<file path="src/rtl/datapath_ctrl_pkg.sv">
// Shared types and constants for the datapath control sequencer:
// step states, opcode map, instruction classes and IR field positions.
package datapath_ctrl_pkg;

  typedef enum logic [3:0] {
    IDLE,
    T0,
    T1,
    T2,
    T3,
    T4,
    T5,
    T6,
    HALTED
  } stateT;

  typedef enum logic [2:0] {
    CLS_R3,
    CLS_R2,
    CLS_MD,
    CLS_NOP,
    CLS_HALT,
    CLS_ILLEGAL
  } instrClassT;

  localparam logic [4:0] OP_ADD  = 5'b00011;
  localparam logic [4:0] OP_SUB  = 5'b00100;
  localparam logic [4:0] OP_AND  = 5'b00101;
  localparam logic [4:0] OP_OR   = 5'b00110;
  localparam logic [4:0] OP_SHR  = 5'b00111;
  localparam logic [4:0] OP_SHRA = 5'b01000;
  localparam logic [4:0] OP_SHL  = 5'b01001;
  localparam logic [4:0] OP_ROR  = 5'b01010;
  localparam logic [4:0] OP_ROL  = 5'b01011;
  localparam logic [4:0] OP_MUL  = 5'b01111;
  localparam logic [4:0] OP_DIV  = 5'b10000;
  localparam logic [4:0] OP_NEG  = 5'b10001;
  localparam logic [4:0] OP_NOT  = 5'b10010;
  localparam logic [4:0] OP_NOP  = 5'b11010;
  localparam logic [4:0] OP_HALT = 5'b11011;

  localparam logic [4:0]  ALU_INCPC_DEF      = 5'b11111;
  localparam int unsigned FETCH_WAIT_MAX_DEF = 15;

  localparam int unsigned OPCODE_MSB = 31;
  localparam int unsigned OPCODE_LSB = 27;
  localparam int unsigned RA_MSB     = 26;
  localparam int unsigned RA_LSB     = 23;
  localparam int unsigned RB_MSB     = 22;
  localparam int unsigned RB_LSB     = 19;
  localparam int unsigned RC_MSB     = 18;
  localparam int unsigned RC_LSB     = 15;

  function automatic instrClassT classify(input logic [4:0] opcode);
    instrClassT cls;
    case (opcode)
      OP_ADD, OP_SUB, OP_AND, OP_OR, OP_SHR,
      OP_SHRA, OP_SHL, OP_ROR, OP_ROL: cls = CLS_R3;
      OP_MUL, OP_DIV:                  cls = CLS_MD;
      OP_NEG, OP_NOT:                  cls = CLS_R2;
      OP_NOP:                          cls = CLS_NOP;
      OP_HALT:                         cls = CLS_HALT;
      default:                         cls = CLS_ILLEGAL;
    endcase
    return cls;
  endfunction

endpackage

</file>
<file path="src/rtl/datapath_ctrl_reg_sel.sv">
// 4-bit register field to one-hot R0..R15 select, gated by an enable.
module reg_sel_decode (
  input  logic [3:0]  field,
  input  logic        enable,
  output logic [15:0] oneHot
);

  always_comb begin
    oneHot = '0;
    if (enable) oneHot[field] = 1'b1;
  end

endmodule

</file>
<file path="src/rtl/datapath_ctrl.sv">
// Multi-cycle control sequencer for the bus-based 32-bit datapath:
// fetch/decode then per-class execute steps, all outputs decoded from state.
module datapath_ctrl
  import datapath_ctrl_pkg::*;
#(
  parameter logic [4:0]  ALU_INCPC      = ALU_INCPC_DEF,
  parameter int unsigned FETCH_WAIT_MAX = FETCH_WAIT_MAX_DEF
) (
  input  logic        clock,
  input  logic        clear,
  input  logic        run,
  input  logic [31:0] ir,
  input  logic        mem_ready,
  output logic [15:0] reg_out,
  output logic [15:0] reg_in,
  output logic        hi_out,
  output logic        lo_out,
  output logic        zhigh_out,
  output logic        zlow_out,
  output logic        pc_out,
  output logic        mdr_out,
  output logic        pc_in,
  output logic        ir_in,
  output logic        y_in,
  output logic        z_in,
  output logic        mdr_in,
  output logic        mar_in,
  output logic        hi_in,
  output logic        lo_in,
  output logic [4:0]  alu_op,
  output logic        read,
  output logic        halted,
  output logic        illegal,
  output logic        fetch_timeout,
  output logic [31:0] instr_count
);

  localparam int unsigned WAIT_W = $clog2(FETCH_WAIT_MAX + 1);
  localparam logic [WAIT_W-1:0] WAIT_LAST = WAIT_W'(FETCH_WAIT_MAX);

  stateT             state;
  stateT             stateNext;
  logic [WAIT_W-1:0] waitCnt;
  logic [31:0]       instrCount;
  logic              retire;

  logic [4:0]  opcode;
  logic [3:0]  ra;
  logic [3:0]  rb;
  logic [3:0]  rc;
  instrClassT  cls;
  logic        unusedIr;

  logic        srcEn;
  logic [3:0]  srcField;
  logic        dstEn;
  logic [3:0]  dstField;

  assign opcode   = ir[OPCODE_MSB:OPCODE_LSB];
  assign ra       = ir[RA_MSB:RA_LSB];
  assign rb       = ir[RB_MSB:RB_LSB];
  assign rc       = ir[RC_MSB:RC_LSB];
  assign cls      = classify(opcode);
  assign unusedIr = ^ir[RC_LSB-1:0];

  assign instr_count = instrCount;

  reg_sel_decode srcSel (
    .field  (srcField),
    .enable (srcEn),
    .oneHot (reg_out)
  );

  reg_sel_decode dstSel (
    .field  (dstField),
    .enable (dstEn),
    .oneHot (reg_in)
  );

  always_ff @(posedge clock or posedge clear) begin
    if (clear) begin
      state      <= IDLE;
      waitCnt    <= '0;
      instrCount <= '0;
    end else begin
      state      <= stateNext;
      waitCnt    <= (state == T1 && stateNext == T1) ? waitCnt + 1'b1 : '0;
      if (retire) instrCount <= instrCount + 32'd1;
    end
  end

  always_comb begin
    stateNext     = state;
    retire        = 1'b0;
    srcEn         = 1'b0;
    srcField      = '0;
    dstEn         = 1'b0;
    dstField      = '0;
    hi_out        = 1'b0;
    lo_out        = 1'b0;
    zhigh_out     = 1'b0;
    zlow_out      = 1'b0;
    pc_out        = 1'b0;
    mdr_out       = 1'b0;
    pc_in         = 1'b0;
    ir_in         = 1'b0;
    y_in          = 1'b0;
    z_in          = 1'b0;
    mdr_in        = 1'b0;
    mar_in        = 1'b0;
    hi_in         = 1'b0;
    lo_in         = 1'b0;
    alu_op        = '0;
    read          = 1'b0;
    halted        = 1'b0;
    illegal       = 1'b0;
    fetch_timeout = 1'b0;

    case (state)
      IDLE: if (run) stateNext = T0;

      T0: begin
        pc_out    = 1'b1;
        mar_in    = 1'b1;
        z_in      = 1'b1;
        alu_op    = ALU_INCPC;
        stateNext = T1;
      end

      // waitCnt is zero only on the first T1 cycle, so PC loads once per fetch
      T1: begin
        zlow_out = 1'b1;
        read     = 1'b1;
        mdr_in   = 1'b1;
        pc_in    = (waitCnt == '0);
        if (mem_ready) begin
          stateNext = T2;
        end else if (waitCnt == WAIT_LAST) begin
          fetch_timeout = 1'b1;
          stateNext     = T2;
        end
      end

      T2: begin
        mdr_out   = 1'b1;
        ir_in     = 1'b1;
        stateNext = T3;
      end

      T3: begin
        case (cls)
          CLS_R3: begin
            srcEn = 1'b1; srcField = rb; y_in = 1'b1; stateNext = T4;
          end
          CLS_R2: begin
            srcEn = 1'b1; srcField = rb; alu_op = opcode; z_in = 1'b1; stateNext = T4;
          end
          CLS_MD: begin
            srcEn = 1'b1; srcField = ra; y_in = 1'b1; stateNext = T4;
          end
          CLS_NOP: begin
            retire = 1'b1; stateNext = run ? T0 : IDLE;
          end
          CLS_HALT: begin
            retire = 1'b1; stateNext = HALTED;
          end
          default: begin
            illegal = 1'b1; stateNext = run ? T0 : IDLE;
          end
        endcase
      end

      T4: begin
        case (cls)
          CLS_R3, CLS_MD: begin
            srcEn    = 1'b1;
            srcField = (cls == CLS_R3) ? rc : rb;
            alu_op   = opcode;
            z_in     = 1'b1;
            stateNext = T5;
          end
          CLS_R2: begin
            zlow_out = 1'b1; dstEn = 1'b1; dstField = ra;
            retire = 1'b1; stateNext = run ? T0 : IDLE;
          end
          default: stateNext = IDLE;
        endcase
      end

      T5: begin
        zlow_out = 1'b1;
        if (cls == CLS_MD) begin
          lo_in     = 1'b1;
          stateNext = T6;
        end else begin
          dstEn     = 1'b1;
          dstField  = ra;
          retire    = 1'b1;
          stateNext = run ? T0 : IDLE;
        end
      end

      T6: begin
        zhigh_out = 1'b1;
        hi_in     = 1'b1;
        retire    = 1'b1;
        stateNext = run ? T0 : IDLE;
      end

      HALTED: halted = 1'b1;

      default: stateNext = IDLE;
    endcase
  end

endmodule

</file>
<file path="config.mk">
export PLATFORM = sky130hd
export DESIGN_NAME = datapath_ctrl
export DESIGN_NICKNAME = d
export VERILOG_FILES = /design/src/rtl/datapath_ctrl_pkg.sv /design/src/rtl/datapath_ctrl_reg_sel.sv /design/src/rtl/datapath_ctrl.sv
export SDC_FILE = /design/constraint.sdc
export NUM_CORES = 1
export LEC_CHECK = 0
export BUFFER_PORTS_ARGS = -buffer_cell sky130_fd_sc_hd__buf_2
export CAP_MARGIN = 10
export CORE_ASPECT_RATIO = 1.25
export CORE_MARGIN = 1.5
export CORE_UTILIZATION = 35
export DETAILED_ROUTE_END_ITERATION = 10
export PLACE_DENSITY = 0.72
export SLEW_MARGIN = 20
export SYNTH_ARGS = -nofsm -noshare
export SYNTH_HDL_FRONTEND = slang
export SYNTH_SLANG_ARGS = --single-unit
</file>
<file path="constraint.sdc">
create_clock -name clock -period 3.5 [get_ports clock]
set_input_delay 0.175 -clock clock [delete_from_list [all_inputs] [get_ports clock]]
set_output_delay 0.175 -clock clock [all_outputs]
set_load 0.01 [all_outputs]
</file>
==> impl_metrics.env, run 1 <==
export IMPL_cts_tree="built"
export IMPL_yosysSeqAreaShare=0.328
export IMPL_use_met2=0.300
export IMPL_critPathBufInv=1
export IMPL_critPathSlowestCell="a22oi_1"
export IMPL_globalRouteMet3Util=0.0192
export IMPL_syn_area_per_cell_um2=8.53
export IMPL_die_height_um=107
export IMPL_fin_crit_ps=2970
export IMPL_avgRoutedWirePerCell_um=14.5
export IMPL_cts_max_path_buffers=2
export IMPL_finClkSkew_ps=8.44
export IMPL_clk_pin_slew_ps=70
export IMPL_drc_errors=0
export IMPL_crit_type="flop to output port"
export IMPL_p_clk_frac=0.235
export IMPL_synthCells=358
export IMPL_rows=37
export IMPL_core_um2=8330
export IMPL_path_delay_family="simple AND/OR/NAND/NOR gates"
export IMPL_post_route_util=0.444
export IMPL_diodes=0
export IMPL_drt_iter0_drc=103
export IMPL_p_per_area_nw_per_um2=426
export IMPL_slew_violations=0
export IMPL_root_buffer="clkbuf_8"
export IMPL_multi_input_area_um2=1870
export IMPL_end_kind="output port"
export IMPL_setup_viol=0
export IMPL_ir_drop_uv=171
export IMPL_finalHoldViolCount=0
export IMPL_ios=123
export IMPL_p_int_mw=0.956
export IMPL_synth_area_um2=3050
export IMPL_async_flop_share=1.00
export IMPL_start_util=0.366
export IMPL_fmax_mhz=337
export IMPL_crit_fanout=11
export IMPL_total_power_mw=1.58
export IMPL_area_delta_synth_final_pct=21.2
export IMPL_max_cap_viol_count=0
export IMPL_dp_hpwl_mm=6.17
export IMPL_die_w_um=86.5
export IMPL_cts_setup_buffers=0
export IMPL_tightest_slew_ps=965
export IMPL_dieArea_um2=9300
export IMPL_grt_busiest_layer="met2"
export IMPL_grt_pass1_wl_mm=12.8
export IMPL_place_gp_congestion=0.866
export IMPL_grt_max_degree=33
export IMPL_rsz0062_at_grt="false"
export IMPL_start_kind="flop"
export IMPL_synth_edff_count=0
export IMPL_synth_cell_type_count=62
export IMPL_p_seq_frac=0.372
export IMPL_clock_latency_ps=290
export IMPL_setup_tns_ps=0
export IMPL_cts_inserted_buffers=5
export IMPL_grt_overflow=0
export IMPL_drt_pass1_iterations=4
export IMPL_p_switching_mw=0.621
export IMPL_crit_path_max_incr_delay_ps=790
export IMPL_use_met1=0.204
export IMPL_required_ps=3320
export IMPL_grt_usage=0.168
export IMPL_swShare=0.394
export IMPL_period_share=0.849
export IMPL_numClockSinks=40
export IMPL_htreeDepth=2
export IMPL_leakagePower_nw=1.81
export IMPL_routed_wl_mm=7.94
export IMPL_viasPerCell=5.43
export IMPL_status="finished clean"
export IMPL_hold_path_class="primary input to flop"
export IMPL_relSlewSlack=0.356
export IMPL_crit_chain="nand2b_1, nor3_1, a22oi_1, nor2_1, nor3b_2, and3_1, buf_2"
export IMPL_io_buffers=105
export IMPL_worstPathArrival_ps=2800
export IMPL_regArea_um2=1000
export IMPL_ys_flop_type="dfrtp_1"
export IMPL_antenna_found_initial=0
export IMPL_drive_gt1_frac=0.308
export IMPL_synth_seq_cells=40
export IMPL_nFillCells=828
export IMPL_grt_pass1_vias=2785
export IMPL_drtAntennaViolNets=0
export IMPL_yosysWarnings=0
export IMPL_num_vias=2983
export IMPL_nets=490
export IMPL_p_comb_frac=0.394
==> layout make-up <==
class                   count  share of cell area
multi-input cells         283               0.506
clock inverters             2             0.00947
inverters                  13              0.0132
clock buffers               6              0.0196
flip-flops and latches     40               0.270
repair buffers            108               0.149
well taps                  97              0.0328
==> power groups by stage <==
stage	clock, mW	combinational (mW)	sequential, mW
6_report	0.370	0.621	0.586
5_1_grt	0.399	0.686	0.596
4_1_cts	0.380	0.626	0.586
3_5_place_dp	0	0.621	0.595
3_3_place_gp	0	0.609	0.593
2_1_floorplan	0	0.468	0.564
==> sequential cells by signal, summed over array words and instances (netlist names) <==
register     cells
waitCnt          4
state            4
instr_count     32
==> worst reg2reg max path, cell delays in order, from the launching register on <==
cell,delay (ps)
dfrtp_1,480
nand2b_1,330
nor3_1,140
a22oi_1,790
inv_1,170
or4_1,430
==> cell usage after synthesis, types with 2 or more instances <==
library cell | count | area [µm²]
nor2_1 | 50 | 188
dfrtp_1 | 40 | 1000
xnor2_1 | 25 | 219
nand2_1 | 22 | 82.6
nand3_1 | 20 | 100
nor3_1 | 20 | 100
inv_1 | 13 | 48.8
nand4_1 | 11 | 68.8
nor2b_1 | 11 | 68.8
and3_1 | 10 | 62.6
a21oi_1 | 9 | 45.0
nand2b_1 | 9 | 56.3
buf_4 | 8 | 60.1
xor2_1 | 8 | 70.1
buf_2 | 7 | 35.0
a211oi_1 | 6 | 45.0
nor4_1 | 6 | 37.5
a21o_1 | 5 | 37.5
clkbuf_1 | 5 | 18.8
nor3b_1 | 5 | 37.5
or2_1 | 4 | 25.0
ha_1 | 3 | 37.5
nand3b_1 | 3 | 22.5
nor4b_1 | 3 | 26.3
o221ai_1 | 3 | 26.3
a2111oi_2 | 2 | 30.0
a21oi_2 | 2 | 17.5
a221oi_1 | 2 | 17.5
and2_1 | 2 | 12.5
and4_1 | 2 | 17.5
clkbuf_2 | 2 | 10.0
nor3b_2 | 2 | 25.0
nor4_4 | 2 | 42.5
nor4bb_1 | 2 | 20.0
o21ai_0 | 2 | 10.0
o21bai_1 | 2 | 15.0
o311ai_0 | 2 | 17.5
o31ai_2 | 2 | 25.0
or4_1 | 2 | 15.0
or4b_1 | 2 | 20.0
==> cells by family after synthesis <==
| family | after synthesis | synth area share |
|---|---|---|
| xor gates and xnor gates | 34 | 0.100 |
| buffers and inverters | 36 | 0.0602 |
| adders and majority gates | 3 | 0.0123 |
| and+or+nand+nor | 195 | 0.359 |
| DFF | 40 | 0.328 |
| AOI/OAI and AO/OA | 49 | 0.140 |
| other | 1 | 0.00123 |
==> per-stage QoR <==
step	std cells	setup slack, ps	cell area [µm²]	hold WS [ps]
final	549	529	3700	217
after global routing	549	307	3700	231
after CTS	549	540	3700	205
after detailed placement	540	890	3580	142
after global placement	540	959	3580	134
after floorplan	359	1290	3060	368
==> per-layer routing <==
layer / wire length [µm] / part of all wire
met2: 3990 / 0.50
met4: 177 / 0.022
met1: 3420 / 0.43
met5: 0 / 0
met3: 350 / 0.044
==> cells in the final DEF (no fill, tap or decap), types with 3 or more instances in the layout <==
cell type,count
a211oi_1,6
a21o_1,5
a21oi_1,9
and3_1,10
buf_2,105
clkbuf_8,5
dfrtp_1,40
ha_1,3
inv_1,13
nand2_1,22
nand2b_1,9
nand3_1,20
nand3b_1,3
nand4_1,11
nor2_1,50
nor2b_1,11
nor3_1,20
nor3b_1,5
nor4_1,6
nor4b_1,3
o221ai_1,3
or2_1,4
xnor2_1,25
xor2_1,8
==> timing repair <==
action | 4_1_cts | 5_1_grt
gates resized for setup | 0 | 0
hold buffers | 1 | 0
hold endpoints to repair | 8 | 0
==> final timing paths <==
path / start / end / slack [ps] / cells after the start
worst max-delay path: state[3]$_DFF_PP0_ / reg_out[4] / 530 / 7
worst min-delay path: run / state[0]$_DFF_PP0_ / 220 / 3
worst max register to register: state[3]$_DFF_PP0_ / state[2]$_DFF_PP0_ / 1040 / 5
worst min register to register: instr_count[31]$_DFFE_PP0P_ / instr_count[31]$_DFFE_PP0P_ / 480 / 1
max in group asynchronous: clear / instr_count[14]$_DFFE_PP0P_ / 2410 / 4
min in group asynchronous: clear / instr_count[25]$_DFFE_PP0P_ / 370 / 3
Note: power is estimated with default switching activity, not from simulation.
==> run 2, diff against run 1 <==
==> constraint.sdc (replaced) <==
create_clock -name clock -period 2.9 [get_ports clock]
set_input_delay 0.145 -clock clock [delete_from_list [all_inputs] [get_ports clock]]
set_output_delay 0.145 -clock clock [all_outputs]
set_load 0.01 [all_outputs]
==> impl_metrics.env, run 2 (same netlist as run 1, synthesis figures left out) <==
export IMPL_status="finished clean"
export IMPL_start_kind="flop"
export IMPL_ios=123
export IMPL_required_ps=2760
export IMPL_drt_pass1_iterations=5
export IMPL_total_power_mw=1.90
export IMPL_drc_errors=0
export IMPL_period_share=0.929
export IMPL_cts_tree="built"
export IMPL_htreeDepth=2
export IMPL_fmax_mhz=371
export IMPL_ctsResizeCount=0
export IMPL_root_buffer="clkbuf_8"
export IMPL_cts_inserted_buffers=5
export IMPL_relSlewSlack=0.373
export IMPL_critPathLaunch="state[1]$_DFF_PP0_"
export IMPL_dp_slack_ps=365
export IMPL_top_layer="met4"
export IMPL_clk_pin_slew_ps=80
export IMPL_wl_met1_mm=3.44
export IMPL_wl_met3_um=324
export IMPL_cts_setup_buffers=0
export IMPL_tightest_slew_ps=939
export IMPL_nets=490
export IMPL_viasPerCell=5.45
export IMPL_wl_met2_mm=4.07
export IMPL_antenna_found_initial=0
export IMPL_ir_drop_uv=186
export IMPL_setup_viol=0
export IMPL_numClockSinks=40
export IMPL_dp_hpwl_mm=6.18
export IMPL_core_um2=8330
export IMPL_dieArea_um2=9300
export IMPL_worstPathArrival_ps=2550
export IMPL_ff2ff_setup_slack_ps=790
export IMPL_diodes=0
export IMPL_grt_usage=0.173
export IMPL_largest_reg_flops=32
export IMPL_die_w_um=86.5
export IMPL_routed_wl_mm=7.96
export IMPL_clock_latency_ps=290
export IMPL_die_height_um=107
export IMPL_grt_pass1_wl_mm=13.1
export IMPL_drive_gt1_frac=0.312
export IMPL_final_cell_mix="buf_2, nor2_1, dfrtp_1"
export IMPL_io_buffers=105
export IMPL_grt_pass1_vias=2752
export IMPL_num_vias=2993
export IMPL_fin_crit_ps=2690
export IMPL_area_delta_synth_final_pct=21.3
export IMPL_finalHoldViolCount=0
export IMPL_crit_type="flop to output port"
export IMPL_place_gp_congestion=0.872
export IMPL_rsz0062_at_grt="false"
export IMPL_r2r_start="state[2]$_DFF_PP0_"
export IMPL_grt_overflow=0
export IMPL_slew_violations=0
export IMPL_p_per_area_nw_per_um2=514
export IMPL_start_util=0.366
export IMPL_end_kind="output port"
export IMPL_post_route_util=0.444
export IMPL_holdBufCountCts=0
export IMPL_rows=37
export IMPL_drtAntennaViolNets=0
export IMPL_avgRoutedWirePerCell_um=14.5
export IMPL_final_common_cell="buf_2"
export IMPL_cts_max_path_buffers=2
export IMPL_setup_ws_ps=207
export IMPL_max_cap_viol_count=0
export IMPL_leakagePower_nw=1.81
export IMPL_setup_tns_ps=0
export IMPL_finClkSkew_ps=8.86
export IMPL_nFillCells=852
export IMPL_drt_iter0_drc=88
export IMPL_crit_fanout=11
export IMPL_hold_path_class="primary input to asynchronous set/reset pin"
export IMPL_grt_max_degree=30
[run 2: changes by cell type in the layout (fill, tap and decap cells not counted)]
cell           delta
a22oi_1           -1
dlygate4sd3_1     -1
a22oi_2           +1
buf_4             +1
[run 2: per-layer routing]
layer	vias to the layer above	track usage
met1	1433	0.209
met5	-	0
met3	11	0.0245
met2	98	0.313
met4	0	0.0507
li1	1451	-
[run 2: power breakdown]
part	internal, mW	switching [mW]	leakage [nW]
combinational	0.285	0.463	1.22
sequential	0.613	0.0983	0.540
clock	0.255	0.188	0.0552
total	1.15	0.749	1.81
[run 2: path summary, 6_finish.rpt]
path,to,cells after the start
max reg2reg,state[2]$_DFF_PP0_,5
min in group clock,state[0]$_DFF_PP0_,3
min reg2reg,instr_count[31]$_DFFE_PP0P_,1
min,instr_count[18]$_DFFE_PP0P_,2
max,reg_out[3],7
max in group asynchronous,instr_count[3]$_DFFE_PP0P_,3
[run 2: final cells by class]
class / instances / area [µm²] / area share
Sequential cell: 40 / 1000 / 0.270
Clock inverter: 2 / 35.0 / 0.00946
Clock buffer: 6 / 72.6 / 0.0196
Timing Repair Buffer: 108 / 548 / 0.148
Inverter: 13 / 48.8 / 0.0132
Multi-Input combinational cell: 283 / 1880 / 0.507
Tap cell: 97 / 121 / 0.0328
[run 2: critical path, cell delays in order, from the launching register on]
cell and delay (ps):
dfrtp_1 480, or4b_1 640, nor2_1 150, a22oi_2 170, o31ai_2 340, o221ai_2 180, nor2b_1 150, buf_2 150
[run 2: stage by stage]
step	area, µm²	instances	hold WS [ps]
floorplan	3060	359	338
global placement	3590	541	384
detailed placement	3590	541	390
CTS	3700	549	77.2
global route	3700	549	119
finish	3700	549	56.2
==> run 3, diff against run 2 <==
--- a/config.mk
+++ b/config.mk
@@ -9,9 +9,10 @@
 export CAP_MARGIN = 10
 export CORE_ASPECT_RATIO = 1.25
 export CORE_MARGIN = 1.5
-export CORE_UTILIZATION = 35
+export CORE_UTILIZATION = 51
+export CTS_BUF_LIST = sky130_fd_sc_hd__clkbuf_8
 export DETAILED_ROUTE_END_ITERATION = 10
-export PLACE_DENSITY = 0.72
+export PLACE_DENSITY = 0.95
 export SLEW_MARGIN = 20
 export SYNTH_ARGS = -nofsm -noshare
 export SYNTH_HDL_FRONTEND = slang
==> constraint.sdc (replaced) <==
create_clock -name clock -period 2.9 [get_ports clock]
set_input_delay 0.435 -clock clock [delete_from_list [all_inputs] [get_ports clock]]
set_output_delay 0.435 -clock clock [all_outputs]
set_load 0.01 [all_outputs]
==> impl_metrics.env, run 3 (same netlist as run 1, synthesis figures left out) <==
export IMPL_finClkSkew_ps=10.5
export IMPL_fmax_mhz=347
export IMPL_drtAntennaViolNets=0
export IMPL_dp_slack_ps=30.1
export IMPL_largest_reg_flops=32
export IMPL_r2r_end="instr_count[22]$_DFFE_PP0P_"
export IMPL_nets=513
export IMPL_final_cell_area_um2=3980
export IMPL_dieArea_um2=6460
export IMPL_post_route_util=0.689
export IMPL_die_height_um=89.5
export IMPL_htreeDepth=2
export IMPL_r2r_cells=7
export IMPL_avgRoutedWirePerCell_um=15.3
export IMPL_clk_pin_slew_ps=90
export IMPL_slew_violations=0
export IMPL_p_per_area_nw_per_um2=518
export IMPL_area_delta_synth_final_pct=30.5
export IMPL_drc_errors=0
export IMPL_cts_max_path_buffers=2
export IMPL_setup_viol=0
export IMPL_start_util=0.528
export IMPL_antenna_found_initial=0
export IMPL_crit_path_max_incr_delay_ps=580
export IMPL_io_buffers=105
export IMPL_start_kind="flop"
export IMPL_end_kind="output port"
export IMPL_root_buffer="clkbuf_8"
export IMPL_placed_area_um2=3660
export IMPL_die_w_um=72.2
export IMPL_fin_crit_ps=2880
export IMPL_final_common_cell="buf_2"
export IMPL_leakagePower_nw=1.95
export IMPL_core_um2=5780
export IMPL_status="finished clean"
export IMPL_period_share=0.994
export IMPL_grt_max_degree=31
export IMPL_r2r_start="state[0]$_DFF_PP0_"
export IMPL_critPathSlowestCell="or4b_4"
export IMPL_drt_iter0_drc=182
export IMPL_final_cell_mix="buf_2, nor2_1, dfrtp_1"
export IMPL_hold_path_class="primary input to asynchronous set/reset pin"
export IMPL_rsz0062_at_grt="true"
export IMPL_crit_fanout=6
export IMPL_wl_met3_um=541
export IMPL_diodes=0
export IMPL_routed_wl_mm=8.27
export IMPL_ff2ff_setup_slack_ps=640
export IMPL_clock_latency_ps=300
export IMPL_grt_pass1_wl_mm=12.6
export IMPL_crit_chain="or4b_4, nor2_4, a22oi_2, buf_6, or2_4, a21o_1, nor2b_1, buf_2"
export IMPL_ios=123
export IMPL_grt_usage=0.242
export IMPL_place_gp_congestion=0.921
export IMPL_setup_ws_ps=17.5
export IMPL_tightest_slew_ps=575
export IMPL_cts_inserted_buffers=5
export IMPL_crit_type="flop to output port"
export IMPL_viasPerCell=5.84
export IMPL_max_cap_viol_count=0
export IMPL_numClockSinks=40
export IMPL_dp_hpwl_mm=6.11
export IMPL_relSlewSlack=0.614
export IMPL_rows=31
export IMPL_finalHoldViolCount=0
export IMPL_worstPathArrival_ps=2450
export IMPL_top_layer="met4"
export IMPL_wl_met1_mm=3.19
export IMPL_grt_pass1_vias=2794
export IMPL_cts_tree="built"
export IMPL_drive_gt1_frac=0.385
export IMPL_drt_pass1_iterations=4
export IMPL_grt_overflow=0
export IMPL_wl_met2_mm=4.33
export IMPL_num_vias=3159
export IMPL_ir_drop_uv=332
export IMPL_required_ps=2470
-- run 3: changes by cell type in the layout (fill, tap and decap cells not counted), sizes merged --
cell,delta
buf,+23
clkbuf,-1
clkinv,-1
clkinvlp,+1
inv,+1
-- run 3: worst max-delay path by stage --
| stage | from | to |
|---|---|---|
| 3_3_place_gp | ir[27] | reg_out[13] |
| 2_1_floorplan | ir[28] | reg_out[2] |
| 3_5_place_dp | ir[29] | reg_out[2] |
| 4_1_cts | state[0]$_DFF_PP0_ | reg_out[2] |
| 6_report | state[0]$_DFF_PP0_ | reg_out[2] |
| 5_1_grt | state[0]$_DFF_PP0_ | reg_out[2] |
-- run 3: worst max-delay path: cells and delay by family, from the launching register on --
kind / cells / cell delay [ps]
AO/OA/AOI/OAI: 2 / 290
flip-flops: 1 / 470
buffers and inverters: 2 / 330
AND/OR/NAND/NOR: 4 / 1060
-- run 3: timing repair --
action | 4_1_cts | 5_1_grt
hold endpoints to repair | 0 | 0
setup endpoints to repair | 12 | 24
gates cloned | 0 | 1
setup buffers | 2 | 5
resized for setup | 6 | 30
pin swaps | 1 | 7
hold buffers | 0 | 0
-- run 3: final cells by class --
| type | count | area, µm² |
|---|---|---|
| clock buffer | 5 | 68.8 |
| clock inverter | 3 | 46.3 |
| fill | 410 | 1800 |
| inverter | 13 | 48.8 |
| multi-input combinational | 283 | 1990 |
| sequential | 40 | 1000 |
| tap | 66 | 82.6 |
| timing repair buffer | 131 | 744 |
-- run 3: power by group --
part           internal (mW)  switching [mW]  total (mW)  leakage, nW
Sequential             0.617          0.0883       0.706        0.536
Clock                  0.259           0.207       0.466       0.0548
Combinational          0.370           0.520       0.890         1.36
-- run 3: metrics by stage --
step / total power, mW / cells / setup TNS, ps / hold WS (ps)
2_1_floorplan: 1.25 / 359 / 0 / 454
3_3_place_gp: 1.44 / 525 / 0 / 425
3_5_place_dp: 1.47 / 525 / 0 / 437
4_1_cts: 1.98 / 535 / 0 / 114
5_1_grt: 2.18 / 541 / -44.9 / 155
6_report: 2.06 / 541 / 0 / 105
-- run 3: layer usage --
| metal | vias up | global-route usage |
|---|---|---|
| li1 | 1494 | - |
| met1 | 1484 | 0.293 |
| met2 | 156 | 0.445 |
| met3 | 25 | 0.0271 |
| met4 | 0 | 0.0823 |
| met5 | - | 0 |
